**src/rtl/alu_exec_pkg.sv**
```systemverilog
// alu_exec_pkg: opcodes, instruction field positions, FSM states
// and flag bit indices shared by the execute stage.
package alu_exec_pkg;

  typedef enum logic [4:0] {
    OP_MOVSGPR = 5'd0,
    OP_MOV     = 5'd1,
    OP_ADD     = 5'd2,
    OP_SUB     = 5'd3,
    OP_MUL     = 5'd4,
    OP_OR      = 5'd5,
    OP_AND     = 5'd6,
    OP_XOR     = 5'd7,
    OP_XNOR    = 5'd8,
    OP_NAND    = 5'd9,
    OP_NOR     = 5'd10,
    OP_NOT     = 5'd11
  } oper_t;

  localparam int OP_LSB   = 27;
  localparam int RD_LSB   = 22;
  localparam int RS1_LSB  = 17;
  localparam int IMM_BIT  = 16;
  localparam int RS2_LSB  = 11;
  localparam int ISRC_LSB = 0;

  typedef enum logic [1:0] {
    S_IDLE,
    S_EXEC,
    S_MUL
  } state_t;

  localparam int FLAG_Z = 0;
  localparam int FLAG_S = 1;
  localparam int FLAG_C = 2;
  localparam int FLAG_V = 3;

  function automatic logic is_legal(input logic [4:0] op);
    return op <= OP_NOT;
  endfunction

endpackage

```
**src/rtl/alu_exec_unit_mul.sv**
```systemverilog
// alu_seq_mul: iterative unsigned shift-add multiplier, one bit/cycle.
// Ports: clk, rst, i_start/i_a/i_b in; o_busy, o_done pulse, o_product out.
module alu_seq_mul
  import alu_exec_pkg::*;
#(
  parameter int DATA_W = 16
) (
  input  logic                  clk,
  input  logic                  rst,
  input  logic                  i_start,
  input  logic [DATA_W-1:0]     i_a,
  input  logic [DATA_W-1:0]     i_b,
  output logic                  o_busy,
  output logic                  o_done,
  output logic [2*DATA_W-1:0]   o_product
);

  localparam int CW = $clog2(DATA_W + 1);

  logic [CW-1:0]       r_cnt;
  logic [DATA_W-1:0]   r_mcand;
  logic [2*DATA_W-1:0] r_prod;
  logic                r_busy;
  logic                r_done;
  logic [DATA_W:0]     w_sum;

  // Upper half accumulates; low half holds the unconsumed multiplier bits.
  assign w_sum = {1'b0, r_prod[2*DATA_W-1:DATA_W]}
               + (r_prod[0] ? {1'b0, r_mcand} : '0);

  always_ff @(posedge clk or posedge rst) begin
    if (rst) begin
      r_cnt   <= '0;
      r_mcand <= '0;
      r_prod  <= '0;
      r_busy  <= 1'b0;
      r_done  <= 1'b0;
    end else begin
      r_done <= 1'b0;
      if (i_start) begin
        r_mcand <= i_a;
        r_prod  <= {{DATA_W{1'b0}}, i_b};
        r_cnt   <= '0;
        r_busy  <= 1'b1;
      end else if (r_busy) begin
        r_prod <= {w_sum, r_prod[DATA_W-1:1]};
        r_cnt  <= r_cnt + CW'(1);
        if (r_cnt == CW'(DATA_W - 1)) begin
          r_busy <= 1'b0;
          r_done <= 1'b1;
        end
      end
    end
  end

  assign o_busy    = r_busy;
  assign o_done    = r_done;
  assign o_product = r_prod;

endmodule

```
**src/rtl/alu_exec_unit.sv**
```systemverilog
// alu_exec_unit: multi-cycle execute stage owning GPRs and SGPR.
// Ports: in_valid/in_ready/in_instr handshake, done/err pulses,
// sgpr, flags {V,C,S,Z}, cfg_* GPR preload (IDLE only), dbg_* read.
// ALU_FLAGS_EN: compiles in the flag register; else flags = 0.
module alu_exec_unit
  import alu_exec_pkg::*;
#(
  parameter int DATA_W   = 16,
  parameter int NUM_REGS = 32,
  localparam int ADDR_W  = $clog2(NUM_REGS)
) (
  input  logic              clk,
  input  logic              sys_rst,
  input  logic              in_valid,
  output logic              in_ready,
  input  logic [31:0]       in_instr,
  output logic              done,
  output logic              err,
  output logic [DATA_W-1:0] sgpr,
  output logic [3:0]        flags,
  input  logic              cfg_we,
  input  logic [ADDR_W-1:0] cfg_addr,
  input  logic [DATA_W-1:0] cfg_wdata,
  input  logic [ADDR_W-1:0] dbg_addr,
  output logic [DATA_W-1:0] dbg_data
);

  logic [DATA_W-1:0] r_gpr [NUM_REGS];
  state_t            r_state;
  logic [4:0]        r_op;
  logic [ADDR_W-1:0] r_rdst;
  logic [DATA_W-1:0] r_a;
  logic [DATA_W-1:0] r_b;
  logic              r_imm;
  logic [DATA_W-1:0] r_sgpr;
  logic              r_done;
  logic              r_err;

  logic [4:0]          w_op;
  logic                w_imm;
  logic [DATA_W-1:0]   w_isrc;
  logic [DATA_W-1:0]   w_rs1v;
  logic [DATA_W-1:0]   w_op2;
  logic                w_accept;
  logic                w_mul_start;
  logic                w_mul_busy;
  logic                w_mul_done;
  logic [2*DATA_W-1:0] w_prod;
  logic [DATA_W-1:0]   w_src;
  logic [DATA_W-1:0]   w_res;
  logic                w_illegal;
  logic                w_wr_exec;
  logic                w_wr_mul;
  logic                w_wr;

  assign w_op   = in_instr[OP_LSB +: 5];
  assign w_imm  = in_instr[IMM_BIT];
  assign w_isrc = DATA_W'(in_instr[ISRC_LSB +: 16]);
  assign w_rs1v = r_gpr[in_instr[RS1_LSB +: ADDR_W]];
  assign w_op2  = w_imm ? w_isrc : r_gpr[in_instr[RS2_LSB +: ADDR_W]];

  assign in_ready    = (r_state == S_IDLE) & ~w_mul_busy;
  assign w_accept    = in_valid & in_ready;
  assign w_mul_start = w_accept & (w_op == OP_MUL);

  alu_seq_mul #(
    .DATA_W (DATA_W)
  ) u_mul (
    .clk       (clk),
    .rst       (sys_rst),
    .i_start   (w_mul_start),
    .i_a       (w_rs1v),
    .i_b       (w_op2),
    .o_busy    (w_mul_busy),
    .o_done    (w_mul_done),
    .o_product (w_prod)
  );

  // r_b already holds the immediate when imm_mode was set.
  assign w_src = r_imm ? r_b : r_a;

  always_comb begin
    w_res = '0;
    case (r_op)
      OP_MOVSGPR: w_res = r_sgpr;
      OP_MOV:     w_res = w_src;
      OP_ADD:     w_res = r_a + r_b;
      OP_SUB:     w_res = r_a - r_b;
      OP_MUL:     w_res = w_prod[DATA_W-1:0];
      OP_OR:      w_res = r_a | r_b;
      OP_AND:     w_res = r_a & r_b;
      OP_XOR:     w_res = r_a ^ r_b;
      OP_XNOR:    w_res = ~(r_a ^ r_b);
      OP_NAND:    w_res = ~(r_a & r_b);
      OP_NOR:     w_res = ~(r_a | r_b);
      OP_NOT:     w_res = ~w_src;
      default:    w_res = '0;
    endcase
  end

  assign w_illegal = ~is_legal(r_op);
  assign w_wr_exec = (r_state == S_EXEC) & ~w_illegal;
  assign w_wr_mul  = (r_state == S_MUL) & w_mul_done;
  assign w_wr      = w_wr_exec | w_wr_mul;

  always_ff @(posedge clk or posedge sys_rst) begin
    if (sys_rst) begin
      r_state <= S_IDLE;
      r_op    <= '0;
      r_rdst  <= '0;
      r_a     <= '0;
      r_b     <= '0;
      r_imm   <= 1'b0;
      r_sgpr  <= '0;
      r_done  <= 1'b0;
      r_err   <= 1'b0;
      for (int i = 0; i < NUM_REGS; i++) begin
        r_gpr[i] <= '0;
      end
    end else begin
      r_done <= 1'b0;
      r_err  <= 1'b0;
      if (w_wr) begin
        r_gpr[r_rdst] <= w_res;
      end
      if (w_wr_mul) begin
        r_sgpr <= w_prod[2*DATA_W-1:DATA_W];
      end
      case (r_state)
        S_IDLE: begin
          // Operands sampled from pre-edge GPRs, so a same-cycle
          // cfg write is invisible to the accepted instruction.
          if (cfg_we) begin
            r_gpr[cfg_addr] <= cfg_wdata;
          end
          if (w_accept) begin
            r_op    <= w_op;
            r_rdst  <= in_instr[RD_LSB +: ADDR_W];
            r_a     <= w_rs1v;
            r_b     <= w_op2;
            r_imm   <= w_imm;
            r_state <= (w_op == OP_MUL) ? S_MUL : S_EXEC;
          end
        end
        S_EXEC: begin
          r_done  <= 1'b1;
          r_err   <= w_illegal;
          r_state <= S_IDLE;
        end
        S_MUL: begin
          if (w_mul_done) begin
            r_done  <= 1'b1;
            r_state <= S_IDLE;
          end
        end
        default: r_state <= S_IDLE;
      endcase
    end
  end

`ifdef ALU_FLAGS_EN
  logic [3:0]      r_flags;
  logic [DATA_W:0] w_add_full;
  logic [DATA_W:0] w_sub_full;
  logic            w_a_msb;
  logic            w_b_msb;
  logic            w_r_msb;

  assign w_add_full = {1'b0, r_a} + {1'b0, r_b};
  assign w_sub_full = {1'b0, r_a} - {1'b0, r_b};
  assign w_a_msb    = r_a[DATA_W-1];
  assign w_b_msb    = r_b[DATA_W-1];
  assign w_r_msb    = w_res[DATA_W-1];

  always_ff @(posedge clk or posedge sys_rst) begin
    if (sys_rst) begin
      r_flags <= '0;
    end else if (w_wr) begin
      r_flags[FLAG_Z] <= (w_res == '0);
      r_flags[FLAG_S] <= w_r_msb;
      case (r_op)
        OP_ADD: begin
          r_flags[FLAG_C] <= w_add_full[DATA_W];
          r_flags[FLAG_V] <= (w_a_msb == w_b_msb) & (w_r_msb != w_a_msb);
        end
        OP_SUB: begin
          // Top bit of the widened difference is the borrow.
          r_flags[FLAG_C] <= w_sub_full[DATA_W];
          r_flags[FLAG_V] <= (w_a_msb != w_b_msb) & (w_r_msb != w_a_msb);
        end
        OP_MUL: begin
          r_flags[FLAG_C] <= |w_prod[2*DATA_W-1:DATA_W];
          r_flags[FLAG_V] <= 1'b0;
        end
        default: ;
      endcase
    end
  end

  assign flags = r_flags;
`else
  assign flags = 4'b0000;
`endif

  assign done     = r_done;
  assign err      = r_err;
  assign sgpr     = r_sgpr;
  assign dbg_data = r_gpr[dbg_addr];

endmodule
```
**config.mk**
```make
export PLATFORM = sky130hd
export DESIGN_NAME = alu_exec_unit
export DESIGN_NICKNAME = d
export VERILOG_FILES = /design/src/rtl/alu_exec_pkg.sv /design/src/rtl/alu_exec_unit_mul.sv /design/src/rtl/alu_exec_unit.sv
export SDC_FILE = /design/constraint.sdc
export NUM_CORES = 2
export LEC_CHECK = 0
export CAP_MARGIN = 20
export CELL_PAD_IN_SITES_DETAIL_PLACEMENT = 0
export CELL_PAD_IN_SITES_GLOBAL_PLACEMENT = 1
export CORE_ASPECT_RATIO = 1.4
export CORE_UTILIZATION = 45
export CTS_CLUSTER_DIAMETER = 120
export DETAILED_ROUTE_END_ITERATION = 16
export PLACE_DENSITY = 0.71
export SYNTH_ARGS = -nofsm -noshare
export SYNTH_HDL_FRONTEND = slang
export SYNTH_SLANG_ARGS = --single-unit
```
**constraint.sdc**
```tcl
create_clock -name clk -period 60.1 [get_ports clk]
set_input_delay 18.03 -clock clk [delete_from_list [all_inputs] [get_ports clk]]
set_output_delay 18.03 -clock clk [all_outputs]
set_load 0.02 [all_outputs]
```
==> metrics.md <==
| Metric | Value |
|---|---|
| Worst-margin pin slew | `1.21 ns` |
| Critical path buffers and inverters | `3` |
| Leading area contributor after synthesis | `dfrtp_1` |
| Crit start category | `primary input` |
| Routed via count | `37.0k` |
| 1st-iter DRT viols | `4605` |
| Top-level port count | `101` |
| Kind of end point of the critical path | `output pin` |
| CTS sink cnt | `630` |
| CP arrival | `21.74 ns` |
| Status | `complete, no violations` |
| Num CTS Buffers | `72` |
| Fin. Hold Viols | `0` |
| Clock buffer depth | `3` |
| Area contributors post-synth | `dfrtp_1, mux4_2, mux2i_1, nand2_1, o21ai_1` |
| Family with the most delay on the worst path | `buffers and inverters` |
| Yosys cell types | `89` |
| Share of the synthesized area in the top cell type | `35.0%` |
| Worst Path Required | `42.07 ns` |
| Pwr dens | `50.4 nW/µm²` |
| Top-count cell post-synth | `dfrtp_1` |
| Pleak | `18.1 nW` |
| CP dominant cell by count | `mux4_2` |
| Clock transition at the registers of the reported paths | `0.06 ns` |
| Number of port buffers | `96` |
| CP Cell Sequence | `buf_8, buf_4, mux4_2, mux4_2, mux2_2, clkdlybuf4s50_1` |
| Fmax | `25.1 MHz` |
| Hold Crit Class | `reg2reg` |
| Uppermost layer routed | `met5` |
| Die Wd | `270 µm` |
| Avg Synthesized Cell Area | `10.7 µm²` |
| Max_slew headroom | `19.3%` |
| Placeable Area | `99400 µm²` |
| Hold WS | `0.472 ns` |
| TritonCTS clock tree | `built` |
| HPWL after DPL | `118000 µm` |
| Total chip power | `0.00251 W` |
| Synthesized flop and latch total | `630` |
| Maximum fanout along the worst path | `85` |
| Initial Util | `45.3%` |
| Peak VDD IR | `0.0404 mV` |
| Clk Latency, worst-skew pair | `0.67 ns` |
| Post-CTS Setup Inserts | `0` |
| Antenna viol nets, final | `0` |
| First-pass GRT wire length | `260000 µm` |
| Synth Cell Area | `45100 µm²` |
| Share of cells above drive strength 1 | `22.0%` |
| Total GRT Usage | `35.6%` |
| Post-synth EDFFs | `0` |
| Setup CP Type | `in2out` |
| Final min period | `39.77 ns` |
| Post-CTS Resized | `0` |
| Clock Skew | `0.0321 ns` |
| DRC Markers | `0` |
| First-pass iteration count of the detailed router | `9` |
| Vias in the first global route | `35.9k` |
| H-tree depth | `3` |
| CTS root buf | `clkbuf_16` |
| Gpl congestion | `0.925` |
| Unrepaired setup endpoints after global routing | `false` |
| Fill cells | `8990` |
| Synth warnings | `0` |
| Synth-to-Final Area Change | `10.5%` |
| Nets | `4214` |
| Most instantiated cells after synthesis | `dfrtp_1, nand2_1, mux4_2` |
| Slowest-stage cell, CP | `buf_4` |
| Met3 routed WL | `16900 µm` |
| Drt total wl | `180000 µm` |
| Pin count of the biggest net entering global routing | `161` |
| Hold buffers post-CTS | `0` |
| Final Max Slew Viols | `0` |
| Max stage delay on crit path | `0.80 ns` |
| Met2 Routed Length | `86000 µm` |
| M1 WL | `62900 µm` |
| Final setup viols | `0` |
| Die Ht | `377 µm` |
| DR vias/cell | `6.78` |
| Syn Inst Count | `4214` |
| Seq/Total Area, Yosys | `35.0%` |
| Primary FF master, synth | `dfrtp_1` |
| Post-route setup TNS | `0 ns` |
| Cell Rows | `137` |
| DIE AREA | `101000 µm²` |
| Fin crit share | `66.2%` |
| WL/cell | `33.1 µm` |
| Global route overflow | `0` |
| Total of max-cap violations | `0` |
| Fraction of registers with async set/reset | `100%` |
| Antenna violations before repair | `8` |
-- per-stage QoR --
step | worst slack, ns | instance area [µm²] | util [%] | std cells
after floorplan | 21.89 | 45100 | - | 4217
after global placement | 20.34 | 47200 | 47.4 | 5320
after global routing | 20.11 | 49800 | 50.1 | 5451
after CTS | 20.27 | 49700 | 50.0 | 5445
after detailed placement | 20.27 | 47200 | 47.5 | 5322
final | 20.33 | 49800 | 50.1 | 5455
-- worst register-to-register path, cell delays in order, from the launching register on --
cell and delay [ns]:
dfrtp_1 0.32, buf_4 0.39, nor4b_4 0.29, buf_4 0.28, nand2_1 0.38, mux2i_1 0.28, fa_1 0.47, a211oi_1 0.42
o21ai_0 0.27, a21oi_1 0.36, mux2i_1 0.12, or4_2 1.10, mux2i_1 0.34, o21ai_1 0.09
-- cells by family (layout without fill, tap and decap cells) --
family	after synthesis	in the layout	synth area share (%)
compound gates	990	990	13.4
xor+xnor	29	29	0.563
fa+ha+maj	71	71	2.00
buf+inv	481	394	4.37
flops	630	630	35.0
mux	913	913	33.7
other cells	1	9	0.00832
simple gates	1099	1099	11.0
-- cell type report --
type	instances	area, µm²	area share (%)
Inverter	49	191	0.384
Clock buffer	100	2120	4.26
Tap cell	1320	1650	3.32
Clock inverter	23	365	0.733
Antenna cell	5	12.5	0.0251
Timing Repair Buffer	222	2020	4.05
Sequential cell	630	15800	31.7
Multi-Input combinational cell	3106	27700	55.6
-- flip-flops by register name, indices dropped and copies added (netlist names) --
register         flops
u_mul.r_mcand       16
r_gpr              512
u_mul.r_cnt          5
r_b                 16
u_mul.o_busy         1
r_rdst               5
r_op                 5
r_state              2
r_imm                1
err                  1
u_mul.o_product     32
u_mul.o_done         1
r_a                 16
done                 1
sgpr                16
-- routing by layer --
metal  track usage (%)  vias to the layer above
li1                  -                    15600
met1              41.8                    18500
met2              57.7                     2240
met3              8.54                      653
met4              24.7                        6
met5                 0                        -
-- layout by cell type (no fill, tap or decap), drive strengths merged, types with 8 or more instances in the layout --
master and count:
dfrtp 630, nand2 587, o21ai 539, mux4 480, mux2i 384, nor2 261, a21oi 146, buf 139
clkbuf 100, clkdlybuf4s50 83, ha 69, o31ai 51, inv 50, mux2 49, a21o 46, nor3b 43
nand3 43, a311oi 32, a41o 32, and2 28, nor2b 27, xnor2 22, and3 22, a211oi 21
o2bb2ai 16, nor3 16, o311ai 16, or3 15, o21a 14, clkinv 12, nand4 9, nand3b 9
a22oi 9, bufinv 9, o211ai 8
-- worst paths after layout --
| kind | slack [ns] | end | cells past startpoint | startpoint |
|---|---|---|---|---|
| min | 0.47 | u_mul.r_mcand[5]$_DFFE_PP0P_ | 2 | u_mul.r_mcand[5]$_DFFE_PP0P_ |
| min reg2reg | 0.47 | u_mul.r_mcand[5]$_DFFE_PP0P_ | 2 | u_mul.r_mcand[5]$_DFFE_PP0P_ |
| max | 20.33 | dbg_data[3] | 6 | dbg_addr[0] |
| max reg2reg | 54.84 | r_gpr[266]$_DFF_PP0_ | 13 | r_op[1]$_DFFE_PP0P_ |
| max in group asynchronous | 38.38 | r_gpr[208]$_DFF_PP0_ | 6 | sys_rst |
| min in group asynchronous | 17.89 | r_gpr[311]$_DFF_PP0_ | 2 | sys_rst |
-- power by group --
part | switching (W) | leakage, nW | internal (W)
registers | 0.000252 | 7.29 | 0.000624
clock network | 0.000195 | 1.23 | 0.000284
logic | 0.000598 | 9.56 | 0.000558
Note: power is estimated with default switching activity, not from simulation.
